[config.mk]
export PLATFORM = sky130hd
export DESIGN_NAME = twos_to_sign_mag_serial
export DESIGN_NICKNAME = d
export VERILOG_FILES = /design/src/rtl/twos_to_sign_mag_serial.sv
export SDC_FILE = /design/constraint.sdc
export NUM_CORES = 1
export LEC_CHECK = 0
export BUFFER_PORTS_ARGS = -buffer_cell sky130_fd_sc_hd__buf_2
export CORE_MARGIN = 5
export CORE_UTILIZATION = 45
export CTS_CLUSTER_DIAMETER = 120
export DETAILED_ROUTE_END_ITERATION = 7
export PLACE_DENSITY = 0.78
export REMOVE_ABC_BUFFERS = 1
export SLEW_MARGIN = 10
export SYNTH_ARGS = -nofsm -noshare
export SYNTH_HDL_FRONTEND = slang
export SYNTH_SLANG_ARGS = --single-unit
[constraint.sdc]
create_clock -name clk -period 1.9 [get_ports clk]
set_input_delay 0.285 -clock clk [delete_from_list [all_inputs] [get_ports clk]]
set_output_delay 0.285 -clock clk [all_outputs]
set_load 0.01 [all_outputs]
[src/rtl/twos_to_sign_mag_serial.sv]
// Digit-serial two's-complement to sign/magnitude converter, LSB digit first.
// One word in flight at a time; valid/ready on both sides.
`timescale 1ns/1ps
module twos_to_sign_mag_serial #(
  parameter int WIDTH = 32,
  parameter int DIGIT = 4
) (
  input  logic             clk,
  input  logic             rst_n,
  input  logic             in_valid,
  output logic             in_ready,
  input  logic [WIDTH-1:0] in_data,
  input  logic             in_signed,
  output logic             out_valid,
  input  logic             out_ready,
  output logic [WIDTH-1:0] out_mag,
  output logic             out_sign,
  output logic             out_zero,
  output logic             out_min
);

  localparam int N     = WIDTH / DIGIT;
  localparam int CNT_W = (N > 1) ? $clog2(N) : 1;
  localparam logic [WIDTH-1:0] MOST_NEG = {1'b1, {(WIDTH-1){1'b0}}};
  localparam logic [CNT_W-1:0] LAST_CNT = CNT_W'(N - 1);

  generate
    if (WIDTH % DIGIT != 0) begin : g_bad_digit
      $error("WIDTH must be a multiple of DIGIT");
    end
  endgenerate

  typedef enum logic [1:0] {IDLE, CONV, DONE} state_t;

  state_t           state_q;
  logic [WIDTH-1:0] work_q;
  logic [WIDTH-1:0] work_d;
  logic [CNT_W-1:0] cnt_q;
  logic             carry_q;
  logic             carry_d;
  logic             neg_q;
  logic             zero_q;
  logic             min_q;
  logic             in_ready_q;
  logic             out_valid_q;
  logic [WIDTH-1:0] out_mag_q;
  logic             out_sign_q;
  logic             out_zero_q;
  logic             out_min_q;

  logic [DIGIT:0]   digit_sum;
  logic [DIGIT-1:0] digit_out;

  // Negation digit: invert and add the carry rippled in from the lower digit.
  assign digit_sum = {1'b0, ~work_q[DIGIT-1:0]} + {{DIGIT{1'b0}}, carry_q};
  assign digit_out = neg_q ? digit_sum[DIGIT-1:0] : work_q[DIGIT-1:0];
  assign carry_d   = neg_q & digit_sum[DIGIT];

  // The working word shifts right; converted digits enter at the top so the
  // finished magnitude lands in place after N shifts.
  generate
    if (N == 1) begin : g_single
      assign work_d = digit_out;
    end else begin : g_shift
      assign work_d = {digit_out, work_q[WIDTH-1:DIGIT]};
    end
  endgenerate

  always_ff @(posedge clk or negedge rst_n) begin
    if (!rst_n) begin
      state_q     <= IDLE;
      work_q      <= '0;
      cnt_q       <= '0;
      carry_q     <= 1'b0;
      neg_q       <= 1'b0;
      zero_q      <= 1'b0;
      min_q       <= 1'b0;
      in_ready_q  <= 1'b0;
      out_valid_q <= 1'b0;
      out_mag_q   <= '0;
      out_sign_q  <= 1'b0;
      out_zero_q  <= 1'b0;
      out_min_q   <= 1'b0;
    end else begin
      case (state_q)
        IDLE: begin
          in_ready_q <= 1'b1;
          if (in_valid && in_ready_q) begin
            work_q     <= in_data;
            neg_q      <= in_signed & in_data[WIDTH-1];
            carry_q    <= in_signed & in_data[WIDTH-1];
            cnt_q      <= '0;
            zero_q     <= (in_data == '0);
            min_q      <= in_signed && (in_data == MOST_NEG);
            in_ready_q <= 1'b0;
            state_q    <= CONV;
          end
        end
        CONV: begin
          work_q  <= work_d;
          carry_q <= carry_d;
          cnt_q   <= cnt_q + CNT_W'(1);
          if (cnt_q == LAST_CNT) begin
            state_q     <= DONE;
            out_valid_q <= 1'b1;
            out_mag_q   <= work_d;
            out_sign_q  <= neg_q;
            out_zero_q  <= zero_q;
            out_min_q   <= min_q;
          end
        end
        DONE: begin
          if (out_ready) begin
            out_valid_q <= 1'b0;
            in_ready_q  <= 1'b1;
            state_q     <= IDLE;
          end
        end
        default: begin
          state_q    <= IDLE;
          in_ready_q <= 1'b0;
        end
      endcase
    end
  end

  assign in_ready  = in_ready_q;
  assign out_valid = out_valid_q;
  assign out_mag   = out_mag_q;
  assign out_sign  = out_sign_q;
  assign out_zero  = out_zero_q;
  assign out_min   = out_min_q;

endmodule

* After elaboration in Yosys (flattened, before gate mapping)
Index checks and enable logic that the tools add are counted.
** Cells by class
- Reductions and logical operators :: 12
- Add/subtract/negate cells :: 2
- Mux-type cells :: 17
- Bitwise logic cells :: 4
- Eq/ne operators :: 7
** Operator list (number)
- 32-bit one-hot mux with 2 select lines :: 1
- 32-bit == test (second input constant) :: 1
- 32-bit zero test :: 1
- 32-bit two-way mux :: 1
- 2-bit AND reduction :: 4
- 2-bit two-way mux :: 3
- 2-bit inequality test (second input constant) :: 3
- 2-bit one-hot mux with 3 select lines :: 1
- 3-bit one-hot mux with 2 select lines :: 1
- 3-bit AND reduction :: 2
- 4-bit by 1-bit adder with 5-bit output :: 1
- 1-bit two-way mux :: 5
- 4-bit two-way mux :: 1
- 4-bit NOT :: 1
- 1-bit one-hot mux with 2 select lines :: 2
- 2-bit nonzero test :: 2
- 3-bit by 1-bit adder with 3-bit output (second input constant) :: 1
- 3-bit == test (second input constant) :: 1
- 3-bit two-way mux :: 1
- 1-bit one-hot mux with 3 select lines :: 1
- 1-bit AND :: 2
- 2-bit by 1-bit == test with 1-bit output (second input constant) :: 1
- 2-bit == test (second input constant) :: 1
- 1-bit logical AND :: 2
- 2 further kinds :: 2
** Storage, ports and cells
- Input port bits :: 37
- Flip-flop bits (word level) :: 78
- Output and inout bits :: 37
- Word-level logic and storage cells :: 55

* Longest topological paths before layout
Gate-level depths: netlist (run 1).
- Depth in word-level cells :: 4
- Depth in mapped cells :: 6

* Least setup slack after synthesis (run 1)
Ideal clock, no wire load.
- Kind :: register -> register
- From :: reg cnt_q[0]
- To :: reg out_mag_q[19], in the netlist out_mag[19]
- Cell stages (with the launch flop) :: 6
- Buffers on the path :: 1
- Setup slack :: 421 ps
- Data required time :: 1772 ps
- Arrival time :: 1351 ps
- Cell sequence :: dfrtp_1 -> ha_1 -> ha_1 -> nand2_4 -> buf_2 -> mux2_1
** Between the ends
- Cells in the longest elaborated chain, start to end :: 2
** Ends and longest elaborated chain
- from (decl) :: line 38 : logic [CNT_W-1:0] cnt_q;
- from (signal assigned) :: line 102 : cnt_q <= cnt_q + CNT_W'(1);
- 3-bit == test :: line 103 : if (cnt_q == LAST_CNT) begin
- 2-bit AND reduction (no source line)
- to (signal assigned) :: line 106 : out_mag_q <= work_d;
- to (decl) :: line 46 : logic [WIDTH-1:0] out_mag_q;
No other way between the ends.
A chain may end at the register's enable or synchronous reset.

* Worst setup path after layout (run 1)
- From :: reg cnt_q[0]
- To :: reg out_mag_q[1], in the netlist out_mag[1]
The elaborated chain is that of the path after synthesis.

==> results of run 1 <==
==> timing repair <==
action                                 4_1_cts  5_1_grt
endpoints found under the hold margin       42        0
setup endpoints to repair                    0        0
hold buffers                                 1        0
resized for setup                            0        0
==> layout by cell type (no fill, tap or decap), types with 3 or more instances in the layout <==
master                     instances
sky130_fd_sc_hd__o21ai_0           9
sky130_fd_sc_hd__clkbuf_8          9
sky130_fd_sc_hd__mux2_1           31
sky130_fd_sc_hd__dfrtp_1          78
sky130_fd_sc_hd__buf_4             7
sky130_fd_sc_hd__nor4_1            7
sky130_fd_sc_hd__a221o_1           3
sky130_fd_sc_hd__inv_1             3
sky130_fd_sc_hd__buf_2            72
sky130_fd_sc_hd__a31oi_1          26
sky130_fd_sc_hd__nand2_1          66
sky130_fd_sc_hd__a21oi_1           4
sky130_fd_sc_hd__nor2_1           36
sky130_fd_sc_hd__buf_12            3
sky130_fd_sc_hd__ha_1              4
==> cell type report <==
| class | instances | area, um^2 |
|---|---|---|
| Clock inverter | 6 | 63.8 |
| Inverter | 3 | 11.3 |
| Fill cell | 659 | 3220 |
| Clock buffer | 9 | 124 |
| Multi-Input combinational cell | 214 | 1310 |
| Tap cell | 99 | 124 |
| Sequential cell | 78 | 1950 |
| Timing Repair Buffer | 83 | 483 |
==> cells by family (layout without fill, tap and decap cells) <==
kind of cell,Yosys count,count (layout)
simple gates,124,124
flops,78,78
compound gates,50,50
mux,34,34
buf+inv,23,101
fa+ha+maj,4,4
xor+xnor,2,2
==> cell usage after synthesis, drive strengths merged, types with 2 or more instances <==
cell type and n:
dfrtp 78, nand2 67, nor2 37, mux2 32, a31oi 26, buf 15
o21ai 10, nor4 7, clkbuf 5, a21oi 4, ha 4, a221o 3
inv 3, a21boi 2, a22o 2, a22oi 2, mux2i 2, nand3 2
nand4 2, nor3 2, nor4bb 2, xnor2 2
==> worst max-delay path, stage by stage (launching register included) <==
cell and delay (ps):
sky130_fd_sc_hd__dfrtp_1 400, sky130_fd_sc_hd__ha_1 200, sky130_fd_sc_hd__ha_1 240, sky130_fd_sc_hd__nand2_4 90, sky130_fd_sc_hd__buf_4 190, sky130_fd_sc_hd__mux2_1 340
==> metrics by stage <==
stage,hold slack (ps),util (%),total power (W)
6_report,183,55.8,0.00676
3_5_place_dp,310,53.1,0.00563
2_1_floorplan,-10.6,-,0.00453
5_1_grt,171,55.8,0.00732
4_1_cts,165,55.8,0.00685
3_3_place_gp,307,53.1,0.00552
==> per-layer routing <==
layer | vias to the layer above | share of wire (%) | global-route usage, %
met5 | - | 0 | 0
met3 | 14 | 6.9 | 4.17
met2 | 90 | 46 | 25.3
li1 | 1233 | - | -
met4 | 0 | 2.2 | 7.99
met1 | 1228 | 45 | 23.2
==> state kept, by name (all words and copies together) (netlist names), 2 cells and up <==
signal,flops
cnt_q,3
work_q,32
state_q,2
out_mag,32
==> worst paths after layout <==
check                                  startpoint                       to  slack (ps)
setup / recovery             cnt_q[0]$_DFFE_PN0P_   out_mag[1]$_DFFE_PN0P_         320
hold / removal                        in_data[28]   work_q[28]$_DFFE_PN0P_         180
setup reg to reg             cnt_q[0]$_DFFE_PN0P_   out_mag[1]$_DFFE_PN0P_         320
hold reg to reg            out_mag[6]$_DFFE_PN0P_   out_mag[6]$_DFFE_PN0P_         490
max in group asynchronous                   rst_n   state_q[0]$_DFFE_PN0P_         870
min in group asynchronous                   rst_n  out_mag[17]$_DFFE_PN0P_         460
==> power groups by stage <==
stage,logic [W],clock network [W],registers (W)
6_report,0.00256,0.00120,0.00300
5_1_grt,0.00290,0.00131,0.00311
4_1_cts,0.00261,0.00123,0.00301
3_5_place_dp,0.00259,0,0.00304
3_3_place_gp,0.00252,0,0.00300
2_1_floorplan,0.00148,0,0.00306
==> flow_summary.html, run 1 <==
<table>
<tr><th>Metric</th><th>Value</th></tr>
<tr><th colspan="2">Outcome</th></tr>
<tr><td>Result of the run</td><td>finished clean</td></tr>
<tr><th colspan="2">Detailed routing</th></tr>
<tr><td>Number of antenna-violating nets in the routed design</td><td>0</td></tr>
<tr><td>Routed length per placed instance</td><td>15.3 um</td></tr>
<tr><td>Number of DRC violations after detailed routing</td><td>0</td></tr>
<tr><td>Via density per instance</td><td>5.21</td></tr>
<tr><td>Detailed-route via count</td><td>2565</td></tr>
<tr><td>Sum of routed wire length over all layers</td><td>7.54 mm</td></tr>
<tr><td>First-pass iteration count of the detailed router</td><td>4</td></tr>
<tr><td>Detailed router's first-iteration violation count</td><td>128</td></tr>
<tr><th colspan="2">Clock network</th></tr>
<tr><td>Post-CTS setup repair buffer count</td><td>0</td></tr>
<tr><td>Worst-path clk slew</td><td>80 ps</td></tr>
<tr><td>Sink count of the clock tree</td><td>78</td></tr>
<tr><td>Skew-Pair Late Insertion Delay</td><td>360 ps</td></tr>
<tr><td>Clock root buffer master</td><td>sky130_fd_sc_hd__clkbuf_8</td></tr>
<tr><td>TritonCTS clock tree</td><td>built</td></tr>
<tr><td>Clock buffer count from CTS</td><td>9</td></tr>
<tr><td>CTS HTree Levels</td><td>3</td></tr>
<tr><td>Maximum root-to-sink buffer count</td><td>2</td></tr>
<tr><th colspan="2">Worst setup path</th></tr>
<tr><td>Worst R2R Path Depth</td><td>5</td></tr>
<tr><td>Worst endpoint required time</td><td>2130 ps</td></tr>
<tr><td>Worst EP arrival</td><td>1810 ps</td></tr>
<tr><td>Worst setup path class</td><td>flop to flop</td></tr>
<tr><td>Max Fanout on Critical Path</td><td>10</td></tr>
<tr><td>Startpoint kind of the worst setup timing path</td><td>flop</td></tr>
<tr><td>Category of the worst setup path capture point</td><td>flop</td></tr>
<tr><th colspan="2">Yosys</th></tr>
<tr><td>Cell area after technology mapping</td><td>0.00338 mm^2</td></tr>
<tr><td>Number of warnings reported in the yosys synthesis log</td><td>0</td></tr>
<tr><td>Asr flop ratio synth</td><td>100%</td></tr>
<tr><td>Seq cells post-synth</td><td>78</td></tr>
<tr><td>Primary FF master, synth</td><td>sky130_fd_sc_hd__dfrtp_1</td></tr>
<tr><td>Synthesized-area fraction occupied by and/or/nand/nor cells</td><td>15.7%</td></tr>
<tr><td>Number of cells produced by synthesis</td><td>315</td></tr>
<tr><td>Post-synthesis cell type count</td><td>35</td></tr>
<tr><td>Parity-gate share of the synthesized area counting xor and xnor cells</td><td>0.519%</td></tr>
<tr><td>Top-area cell type share of the netlist area</td><td>57.8%</td></tr>
<tr><td>Largest cells by area after synthesis</td><td>sky130_fd_sc_hd__dfrtp_1 (58%), sky130_fd_sc_hd__mux2_1 (10%), sky130_fd_sc_hd__nand2_1 (7.3%)</td></tr>
<tr><td>Sequential element share of the synthesized area</td><td>57.8%</td></tr>
<tr><td>Post-synth EDFFs</td><td>0</td></tr>
<tr><td>Compound-Gate Fraction of Synth Area</td><td>9.41%</td></tr>
<tr><td>Largest family of logic cells by synthesized area</td><td>simple AND/OR/NAND/NOR gates</td></tr>
<tr><td>Cell accounting for the most synthesized area</td><td>sky130_fd_sc_hd__dfrtp_1</td></tr>
<tr><td>Portion of netlist area occupied by mux cells</td><td>11.3%</td></tr>
<tr><td>Syn Area/Cell</td><td>10.7 um^2</td></tr>
<tr><td>Post-synthesis adder-cell area fraction</td><td>1.48%</td></tr>
<tr><th colspan="2">Cells and area</th></tr>
<tr><td>Synthesis-to-finish area growth</td><td>20.5%</td></tr>
<tr><td>Post-route standard cell area excluding fillers</td><td>0.00407 mm^2</td></tr>
<tr><td>Final antenna diode count</td><td>0</td></tr>
<tr><td>Share of layout cells above drive strength 1</td><td>25.7%</td></tr>
<tr><td>Nets</td><td>430</td></tr>
<tr><td>Number of standard cells in the final layout excluding fillers</td><td>492</td></tr>
<tr><th colspan="2">Floorplan</th></tr>
<tr><td>Width of the die</td><td>96.6 um</td></tr>
<tr><td>Area of the placeable core</td><td>0.00729 mm^2</td></tr>
<tr><td>Number of cell rows</td><td>31</td></tr>
<tr><td>Die area</td><td>0.00933 mm^2</td></tr>
<tr><td>Overall die height</td><td>96.6 um</td></tr>
<tr><td>Initial core utilization</td><td>46.3%</td></tr>
<tr><td>Top Ports</td><td>74</td></tr>
<tr><th colspan="2">STA</th></tr>
<tr><td>Setup TNS</td><td>0 ps</td></tr>
<tr><td>Worst slew slack as a fraction of its limit</td><td>63.8%</td></tr>
<tr><td>Final number of max-transition violations</td><td>0</td></tr>
<tr><td>Min cycle time layout</td><td>1580 ps</td></tr>
<tr><td>Clock tree skew after final layout</td><td>13.3 ps</td></tr>
<tr><td>Final hold violation count</td><td>0</td></tr>
<tr><td>Fraction of the cycle the final worst path needs</td><td>83.2%</td></tr>
<tr><td>Maximum operating frequency</td><td>633 MHz</td></tr>
<tr><td>Tightest Pin Transition</td><td>543 ps</td></tr>
<tr><td>Final setup violation count</td><td>0</td></tr>
<tr><td>RSZ-0062 raised after global routing</td><td>no</td></tr>
<tr><td>Min setup slack post-route</td><td>320 ps</td></tr>
<tr><th colspan="2">Hold path</th></tr>
<tr><td>Hold-critical path depth</td><td>2</td></tr>
<tr><td>Hold/Removal Path Class</td><td>input port to flop</td></tr>
<tr><th colspan="2">Placed design</th></tr>
<tr><td>Placed cell count</td><td>476</td></tr>
<tr><td>Buffers added on ports</td><td>73</td></tr>
<tr><td>Place WS</td><td>320 ps</td></tr>
<tr><td>Estimated wirelength of the detail-placed design</td><td>5.40 mm</td></tr>
<tr><td>Final Wtd Congestion</td><td>0.853</td></tr>
<tr><td>Area of placed instances</td><td>0.00387 mm^2</td></tr>
<tr><th colspan="2">Global route</th></tr>
<tr><td>Number of antenna violations at the first check in global routing</td><td>0</td></tr>
<tr><td>Largest net degree at the start of global routing</td><td>60</td></tr>
<tr><td>Wire length of the first global-routing pass</td><td>12.8 mm</td></tr>
<tr><td>GRT overflow</td><td>0</td></tr>
<tr><td>Vias in the first global route</td><td>2571</td></tr>
<tr><td>Overall routing resource usage</td><td>17.0%</td></tr>
<tr><th colspan="2">Flow run</th></tr>
<tr><td>Max-capacitance violation count</td><td>0</td></tr>
<tr><th colspan="2">Pwr</th></tr>
<tr><td>Static leakage</td><td>1.92 nW</td></tr>
<tr><td>Internal power</td><td>0.00421 W</td></tr>
<tr><td>Largest voltage drop on the vdd net</td><td>0.768 mV</td></tr>
<tr><td>Net Sw Power</td><td>0.00255 W</td></tr>
<tr><td>Switching share of power</td><td>37.8%</td></tr>
<tr><td>Power per standard cell area</td><td>1660 mW/mm^2</td></tr>
<tr><td>Clock share of power</td><td>17.7%</td></tr>
<tr><td>Share of total power in sequential cells</td><td>44.4%</td></tr>
<tr><td>Part of the total power dissipated in combinational logic</td><td>37.9%</td></tr>
</table>
Power figures use the tool's default switching activity.
==> run 2: changes to the inputs <==
--- a/config.mk
+++ b/config.mk
@@ -10,7 +10,7 @@
 export CORE_UTILIZATION = 45
 export CTS_CLUSTER_DIAMETER = 120
 export DETAILED_ROUTE_END_ITERATION = 7
-export PLACE_DENSITY = 0.78
+export PLACE_DENSITY = 0.81
 export REMOVE_ABC_BUFFERS = 1
 export SLEW_MARGIN = 10
 export SYNTH_ARGS = -nofsm -noshare
==> constraint.sdc (replaced) <==
create_clock -name clk -period 1.4 [get_ports clk]
set_input_delay 0.21 -clock clk [delete_from_list [all_inputs] [get_ports clk]]
set_output_delay 0.21 -clock clk [all_outputs]
set_load 0.01 [all_outputs]
==> flow_summary.html, run 2 (synthesis results as in run 1) <==
<table>
<tr><th>Metric</th><th>Value</th></tr>
<tr><th colspan="2">Outcome</th></tr>
<tr><td>Result of the run</td><td>finished with violations</td></tr>
<tr><td>Violated checks</td><td>setup timing</td></tr>
<tr><th colspan="2">Pwr</th></tr>
<tr><td>Part of the total power dissipated in combinational logic</td><td>47.2%</td></tr>
<tr><td>Power per standard cell area</td><td>2300 mW/mm^2</td></tr>
<tr><td>Net Sw Power</td><td>0.00407 W</td></tr>
<tr><td>Share of total power in sequential cells</td><td>37.8%</td></tr>
<tr><td>Internal power</td><td>0.00695 W</td></tr>
<tr><td>Clock share of power</td><td>15.0%</td></tr>
<tr><td>Largest voltage drop on the vdd net</td><td>1.42 mV</td></tr>
<tr><td>Static leakage</td><td>2.38 nW</td></tr>
<tr><td>Switching share of power</td><td>36.9%</td></tr>
<tr><th colspan="2">Worst setup path</th></tr>
<tr><td>Last element of the critical path</td><td>out_zero$_DFFE_PN0P_</td></tr>
<tr><td>Max Fanout on Critical Path</td><td>8</td></tr>
<tr><td>Startpoint kind of the worst setup timing path</td><td>flop</td></tr>
<tr><td>Reg-to-reg slack, setup</td><td>-110 ps</td></tr>
<tr><td>Worst endpoint required time</td><td>1640 ps</td></tr>
<tr><td>Worst R2R Path Depth</td><td>6</td></tr>
<tr><td>Endpoint of the most critical register-to-register path</td><td>out_zero$_DFFE_PN0P_</td></tr>
<tr><td>Category of the worst setup path capture point</td><td>flop</td></tr>
<tr><td>Worst setup path class</td><td>flop to flop</td></tr>
<tr><td>Critical register-to-register path startpoint</td><td>cnt_q[0]$_DFFE_PN0P_</td></tr>
<tr><td>CP Launch Point</td><td>cnt_q[0]$_DFFE_PN0P_</td></tr>
<tr><td>Worst EP arrival</td><td>1740 ps</td></tr>
<tr><th colspan="2">Clock network</th></tr>
<tr><td>Skew-Pair Late Insertion Delay</td><td>350 ps</td></tr>
<tr><td>Maximum root-to-sink buffer count</td><td>2</td></tr>
<tr><td>Clock buffer count from CTS</td><td>9</td></tr>
<tr><td>Clock root buffer master</td><td>sky130_fd_sc_hd__clkbuf_8</td></tr>
<tr><td>TritonCTS clock tree</td><td>built</td></tr>
<tr><td>CTS HTree Levels</td><td>3</td></tr>
<tr><td>Worst-path clk slew</td><td>80 ps</td></tr>
<tr><td>Sink count of the clock tree</td><td>78</td></tr>
<tr><th colspan="2">Placed design</th></tr>
<tr><td>Final Wtd Congestion</td><td>0.872</td></tr>
<tr><td>Estimated wirelength of the detail-placed design</td><td>5.73 mm</td></tr>
<tr><td>Buffers added on ports</td><td>73</td></tr>
<tr><td>Place WS</td><td>-114 ps</td></tr>
<tr><th colspan="2">STA</th></tr>
<tr><td>Final worst hold slack</td><td>123 ps</td></tr>
<tr><td>Min setup slack post-route</td><td>-105 ps</td></tr>
<tr><td>Min cycle time layout</td><td>1510 ps</td></tr>
<tr><td>Final hold violation count</td><td>0</td></tr>
<tr><td>Tightest Pin Transition</td><td>408 ps</td></tr>
<tr><td>Final number of max-transition violations</td><td>0</td></tr>
<tr><td>Final setup violation count</td><td>69</td></tr>
<tr><td>Fraction of the cycle the final worst path needs</td><td>108%</td></tr>
<tr><td>Worst slew slack as a fraction of its limit</td><td>72.8%</td></tr>
<tr><td>RSZ-0062 raised after global routing</td><td>yes</td></tr>
<tr><td>Clock tree skew after final layout</td><td>5.54 ps</td></tr>
<tr><td>Maximum operating frequency</td><td>664 MHz</td></tr>
<tr><th colspan="2">Detailed routing</th></tr>
<tr><td>Number of antenna-violating nets in the routed design</td><td>0</td></tr>
<tr><td>Routed length per placed instance</td><td>17.9 um</td></tr>
<tr><td>First-pass iteration count of the detailed router</td><td>4</td></tr>
<tr><td>Sum of routed wire length over all layers</td><td>9.37 mm</td></tr>
<tr><td>Via density per instance</td><td>5.44</td></tr>
<tr><td>Detailed-route via count</td><td>2854</td></tr>
<tr><td>Number of DRC violations after detailed routing</td><td>0</td></tr>
<tr><td>Detailed router's first-iteration violation count</td><td>205</td></tr>
<tr><th colspan="2">Global route</th></tr>
<tr><td>Number of antenna violations at the first check in global routing</td><td>0</td></tr>
<tr><td>GRT overflow</td><td>0</td></tr>
<tr><td>Vias in the first global route</td><td>2956</td></tr>
<tr><td>Overall routing resource usage</td><td>20.0%</td></tr>
<tr><td>Largest net degree at the start of global routing</td><td>79</td></tr>
<tr><td>Wire length of the first global-routing pass</td><td>15.0 mm</td></tr>
<tr><th colspan="2">Cells and area</th></tr>
<tr><td>Most frequent cells in the layout</td><td>sky130_fd_sc_hd__dfrtp_1 (76), sky130_fd_sc_hd__buf_2 (72), sky130_fd_sc_hd__nand2_1 (50)</td></tr>
<tr><td>Commonest non-fill, non-tap cell in the layout</td><td>sky130_fd_sc_hd__dfrtp_1</td></tr>
<tr><td>Nets</td><td>463</td></tr>
<tr><td>Synthesis-to-finish area growth</td><td>42.1%</td></tr>
<tr><td>Final antenna diode count</td><td>0</td></tr>
<tr><td>Share of layout cells above drive strength 1</td><td>46.0%</td></tr>
<tr><td>Number of filler instances in the final layout</td><td>556</td></tr>
<tr><th colspan="2">Floorplan</th></tr>
<tr><td>Number of cell rows</td><td>31</td></tr>
<tr><td>Top Ports</td><td>74</td></tr>
<tr><td>Area of the placeable core</td><td>0.00729 mm^2</td></tr>
<tr><td>Width of the die</td><td>96.6 um</td></tr>
<tr><td>Die area</td><td>0.00933 mm^2</td></tr>
<tr><td>Initial core utilization</td><td>46.3%</td></tr>
<tr><td>Overall die height</td><td>96.6 um</td></tr>
<tr><th colspan="2">Hold path</th></tr>
<tr><td>Launch point of the worst hold path</td><td>in_data[15]</td></tr>
<tr><td>Hold/Removal Path Class</td><td>input port to flop</td></tr>
<tr><th colspan="2">Flow run</th></tr>
<tr><td>Max-capacitance violation count</td><td>0</td></tr>
</table>
==> run 2: final cells by class <==
class / count / area, um^2 / area share, %
Clock buffer: 11 / 141 / 2.95
Clock inverter: 4 / 47.5 / 0.991
Inverter: 3 / 11.3 / 0.235
Multi-Input combinational cell: 214 / 1590 / 33.2
Timing Repair Buffer: 116 / 927 / 19.3
Tap cell: 99 / 124 / 2.58
Sequential cell: 78 / 1950 / 40.8
==> run 2: power groups by stage <==
stage / clock (W) / sequential (W) / combinational (W)
3_5_place_dp: 0 / 0.00411 / 0.00379
4_1_cts: 0.00167 / 0.00411 / 0.00482
2_1_floorplan: 0 / 0.00415 / 0.00200
3_3_place_gp: 0 / 0.00405 / 0.00367
5_1_grt: 0.00179 / 0.00429 / 0.00567
6_report: 0.00166 / 0.00416 / 0.00520
==> run 2: worst min-delay path by stage <==
stage                              endpoint  cells after the start  slack, ps
finish               work_q[15]$_DFFE_PN0P_                      3        120
global route         work_q[13]$_DFFE_PN0P_                      3        110
CTS                  work_q[28]$_DFFE_PN0P_                      2        110
detailed placement  out_mag[23]$_DFFE_PN0P_                      2        260
global placement    out_mag[25]$_DFFE_PN0P_                      2        260
floorplan               carry_q$_DFFE_PN0P_                      0        -90
==> run 2: layer usage <==
layer | vias up | global-route usage, % | part of all wire (%)
li1 | 1314 | - | -
met1 | 1416 | 26.8 | 43
met2 | 105 | 31.1 | 49
met3 | 19 | 4.46 | 5.9
met4 | 0 | 8.53 | 2.3
met5 | - | 0 | 0
==> run 2: worst max-delay path, stage by stage, from the launching register on <==
cell and delay (ps):
sky130_fd_sc_hd__dfrtp_1 400, sky130_fd_sc_hd__ha_2 200, sky130_fd_sc_hd__ha_4 160, sky130_fd_sc_hd__nand2_4 80
sky130_fd_sc_hd__buf_12 120, sky130_fd_sc_hd__buf_16 140, sky130_fd_sc_hd__mux2_4 300
==> run 2: timing repair <==
item	CTS	global route
hold buffers	1	0
resized for setup	58	47
buffers inserted	12	4
pin swaps	11	41
endpoints found under the setup margin	64	75
hold endpoints to repair	78	0
gates cloned	4	1
==> run 2: per-stage QoR <==
step	area, um^2	utilization [%]	total power, W	cells	setup TNS (ps)
CTS	4600	63.1	0.0106	521	-3430
floorplan	3260	-	0.00615	295	-88700
global placement	3980	54.6	0.00772	489	-2240
finish	4800	65.8	0.0110	525	-4130
detailed placement	3980	54.6	0.00790	489	-3590
global route	4800	65.8	0.0118	525	-9780
==> run 3: changes to the inputs <==
--- a/config.mk
+++ b/config.mk
@@ -6,11 +6,14 @@
 export NUM_CORES = 1
 export LEC_CHECK = 0
 export BUFFER_PORTS_ARGS = -buffer_cell sky130_fd_sc_hd__buf_2
+export CELL_PAD_IN_SITES_DETAIL_PLACEMENT = 1
+export CELL_PAD_IN_SITES_GLOBAL_PLACEMENT = 1
+export CORE_ASPECT_RATIO = 0.7
 export CORE_MARGIN = 5
-export CORE_UTILIZATION = 45
+export CORE_UTILIZATION = 38
 export CTS_CLUSTER_DIAMETER = 120
 export DETAILED_ROUTE_END_ITERATION = 7
-export PLACE_DENSITY = 0.81
+export PLACE_DENSITY = 0.86
 export REMOVE_ABC_BUFFERS = 1
 export SLEW_MARGIN = 10
 export SYNTH_ARGS = -nofsm -noshare
==> flow_summary.html, run 3 (synthesis results as in run 1) <==
<table>
<tr><th>Metric</th><th>Value</th></tr>
<tr><th colspan="2">Outcome</th></tr>
<tr><td>Result of the run</td><td>finished with violations</td></tr>
<tr><td>Violated checks</td><td>setup timing</td></tr>
<tr><th colspan="2">Worst setup path</th></tr>
<tr><td>CP top delay family</td><td>simple AND/OR/NAND/NOR gates</td></tr>
<tr><td>Startpoint kind of the worst setup timing path</td><td>flop</td></tr>
<tr><td>Total stage count of the critical path</td><td>5</td></tr>
<tr><td>Cells along the critical path</td><td>inv_2 -&gt; ha_4 -&gt; ha_4 -&gt; nor4bb_1 -&gt; a221o_1</td></tr>
<tr><td>Max Fanout on Critical Path</td><td>2</td></tr>
<tr><td>Worst setup path class</td><td>flop to flop</td></tr>
<tr><td>CP bufs+invs</td><td>1</td></tr>
<tr><td>Category of the worst setup path capture point</td><td>flop</td></tr>
<tr><td>Cell occurring most often along the worst timing path</td><td>sky130_fd_sc_hd__ha_4</td></tr>
<tr><td>Stage delay of the slowest cell on the critical path</td><td>430 ps</td></tr>
<tr><td>Critical-path cell with the highest stage delay</td><td>sky130_fd_sc_hd__nor4bb_1</td></tr>
<tr><td>Worst endpoint required time</td><td>1660 ps</td></tr>
<tr><td>Worst EP arrival</td><td>1800 ps</td></tr>
<tr><td>Worst R2R Path Depth</td><td>5</td></tr>
<tr><th colspan="2">Cells and area</th></tr>
<tr><td>Synthesis-to-finish area growth</td><td>46.0%</td></tr>
<tr><td>Most frequent cells in the layout</td><td>sky130_fd_sc_hd__dfrtp_1 (77), sky130_fd_sc_hd__buf_2 (72), sky130_fd_sc_hd__nand2_1 (60)</td></tr>
<tr><td>Layout Utilization</td><td>57.7%</td></tr>
<tr><td>Commonest non-fill, non-tap cell in the layout</td><td>sky130_fd_sc_hd__dfrtp_1</td></tr>
<tr><td>Share of layout cells above drive strength 1</td><td>44.9%</td></tr>
<tr><td>Nets</td><td>458</td></tr>
<tr><td>Final antenna diode count</td><td>0</td></tr>
<tr><td>Number of filler instances in the final layout</td><td>929</td></tr>
<tr><td>Post-route standard cell area excluding fillers</td><td>0.00493 mm^2</td></tr>
<tr><th colspan="2">Global route</th></tr>
<tr><td>Number of antenna violations at the first check in global routing</td><td>0</td></tr>
<tr><td>Wire length of the first global-routing pass</td><td>17.1 mm</td></tr>
<tr><td>Vias in the first global route</td><td>3182</td></tr>
<tr><td>Largest net degree at the start of global routing</td><td>33</td></tr>
<tr><td>GRT overflow</td><td>0</td></tr>
<tr><td>Overall routing resource usage</td><td>21.2%</td></tr>
<tr><th colspan="2">Detailed routing</th></tr>
<tr><td>Via density per instance</td><td>5.32</td></tr>
<tr><td>Number of DRC violations after detailed routing</td><td>0</td></tr>
<tr><td>Routed length per placed instance</td><td>21.1 um</td></tr>
<tr><td>First-pass iteration count of the detailed router</td><td>4</td></tr>
<tr><td>Number of antenna-violating nets in the routed design</td><td>0</td></tr>
<tr><td>Sum of routed wire length over all layers</td><td>11.4 mm</td></tr>
<tr><td>Detailed router's first-iteration violation count</td><td>168</td></tr>
<tr><td>Detailed-route via count</td><td>2878</td></tr>
<tr><th colspan="2">Clock network</th></tr>
<tr><td>TritonCTS clock tree</td><td>built</td></tr>
<tr><td>Sink count of the clock tree</td><td>78</td></tr>
<tr><td>Worst-path clk slew</td><td>60 ps</td></tr>
<tr><td>Clock root buffer master</td><td>sky130_fd_sc_hd__clkbuf_16</td></tr>
<tr><td>Maximum root-to-sink buffer count</td><td>2</td></tr>
<tr><td>Clock buffer count from CTS</td><td>9</td></tr>
<tr><td>CTS HTree Levels</td><td>3</td></tr>
<tr><td>Skew-Pair Late Insertion Delay</td><td>340 ps</td></tr>
<tr><th colspan="2">Hold path</th></tr>
<tr><td>Hold-critical path depth</td><td>3</td></tr>
<tr><td>Hold/Removal Path Class</td><td>input port to flop</td></tr>
<tr><th colspan="2">STA</th></tr>
<tr><td>Maximum operating frequency</td><td>652 MHz</td></tr>
<tr><td>Fraction of the cycle the final worst path needs</td><td>110%</td></tr>
<tr><td>Clock tree skew after final layout</td><td>8.04 ps</td></tr>
<tr><td>Final number of max-transition violations</td><td>0</td></tr>
<tr><td>Min setup slack post-route</td><td>-134 ps</td></tr>
<tr><td>Setup TNS</td><td>-3880 ps</td></tr>
<tr><td>Final hold violation count</td><td>0</td></tr>
<tr><td>Final worst hold slack</td><td>136 ps</td></tr>
<tr><td>Worst slew slack as a fraction of its limit</td><td>66.9%</td></tr>
<tr><td>RSZ-0062 raised after global routing</td><td>yes</td></tr>
<tr><td>Tightest Pin Transition</td><td>492 ps</td></tr>
<tr><td>Min cycle time layout</td><td>1530 ps</td></tr>
<tr><td>Final setup violation count</td><td>65</td></tr>
<tr><th colspan="2">Flow run</th></tr>
<tr><td>Max-capacitance violation count</td><td>0</td></tr>
<tr><th colspan="2">Floorplan</th></tr>
<tr><td>Top Ports</td><td>74</td></tr>
<tr><td>Number of cell rows</td><td>28</td></tr>
<tr><td>Die area</td><td>0.0109 mm^2</td></tr>
<tr><td>Overall die height</td><td>88.9 um</td></tr>
<tr><td>Area of the placeable core</td><td>0.00855 mm^2</td></tr>
<tr><td>Width of the die</td><td>123 um</td></tr>
<tr><td>Initial core utilization</td><td>39.5%</td></tr>
<tr><th colspan="2">Pwr</th></tr>
<tr><td>Largest voltage drop on the vdd net</td><td>1.02 mV</td></tr>
<tr><td>Clock share of power</td><td>20.0%</td></tr>
<tr><td>Internal power</td><td>0.00777 W</td></tr>
<tr><td>Switching share of power</td><td>36.6%</td></tr>
<tr><td>Power per standard cell area</td><td>2490 mW/mm^2</td></tr>
<tr><td>Net Sw Power</td><td>0.00449 W</td></tr>
<tr><td>Static leakage</td><td>2.37 nW</td></tr>
<tr><td>Part of the total power dissipated in combinational logic</td><td>45.2%</td></tr>
<tr><td>Share of total power in sequential cells</td><td>34.8%</td></tr>
<tr><td>Final Power</td><td>0.0123 W</td></tr>
<tr><th colspan="2">Placed design</th></tr>
<tr><td>Estimated wirelength of the detail-placed design</td><td>7.09 mm</td></tr>
<tr><td>Final Wtd Congestion</td><td>0.749</td></tr>
<tr><td>Buffers added on ports</td><td>73</td></tr>
<tr><td>Area of placed instances</td><td>0.00405 mm^2</td></tr>
</table>
## run 3: cell count changes in the layout (fill, tap and decap cells not counted), moves of 5 or more
cell	change
sky130_fd_sc_hd__clkbuf_16	+10
sky130_fd_sc_hd__clkbuf_8	-10
sky130_fd_sc_hd__nand2_1	+10
sky130_fd_sc_hd__nand2_4	-6
sky130_fd_sc_hd__buf_4	-5
sky130_fd_sc_hd__nand2_2	-5
## run 3: final cells by class
type                            count  area, um^2  area share, %
Multi-Input combinational cell    214        1620           32.9
Clock buffer                       11         233           4.72
Clock inverter                      4        72.6           1.47
Timing Repair Buffer              111         888           18.0
Sequential cell                    78        1950           39.6
Inverter                            3        11.3          0.228
Tap cell                          120         150           3.05
## run 3: path summary, 6_finish.rpt
check | end | startpoint | slack (ps)
max in group asynchronous | state_q[1]$_DFFE_PN0P_ | rst_n | 570
worst min-delay path | work_q[27]$_DFFE_PN0P_ | in_data[27] | 140
worst max register to register | carry_q$_DFFE_PN0P_ | work_q[0]$_DFFE_PN0P_ | -130
min in group asynchronous | out_mag[25]$_DFFE_PN0P_ | rst_n | 340
worst max-delay path | carry_q$_DFFE_PN0P_ | work_q[0]$_DFFE_PN0P_ | -130
worst min register to register | out_mag[30]$_DFFE_PN0P_ | out_mag[30]$_DFFE_PN0P_ | 500
## run 3: what timing repair did
item	in CTS	in global routing
endpoints found under the hold margin	23	0
hold buffers	1	0
gates resized for setup	55	39
pin swaps	13	25
gates cloned	3	2
setup endpoints to repair	71	74
buffers inserted	7	2
## run 3: power by group through the flow
stage	clock (W)	combinational [W]	sequential, W
after floorplan	0	0.00200	0.00415
after global placement	0	0.00374	0.00408
after detailed placement	0	0.00395	0.00416
after CTS	0.00248	0.00500	0.00417
after global routing	0.00262	0.00596	0.00438
final	0.00245	0.00554	0.00426
## run 3: stage by stage
stage | instances | setup slack (ps)
2_1_floorplan | 295 | -2470
3_3_place_gp | 511 | -93.6
3_5_place_dp | 511 | -212
4_1_cts | 537 | -100
5_1_grt | 541 | -160
6_report | 541 | -134
## run 3: worst min-delay path, cell delays in order
cell	delay, ps
sky130_fd_sc_hd__buf_2	110
sky130_fd_sc_hd__nand2_1	50
sky130_fd_sc_hd__a31oi_1	60
## run 3: metal layers
metal  track usage (%)  up-vias  wire length (um)
li1                  -     1299                 -
met1              26.6     1489              5040
met2              35.4       76              5660
met5                 0        -                 0
met4              6.00        0               122
met3              6.84       14               608
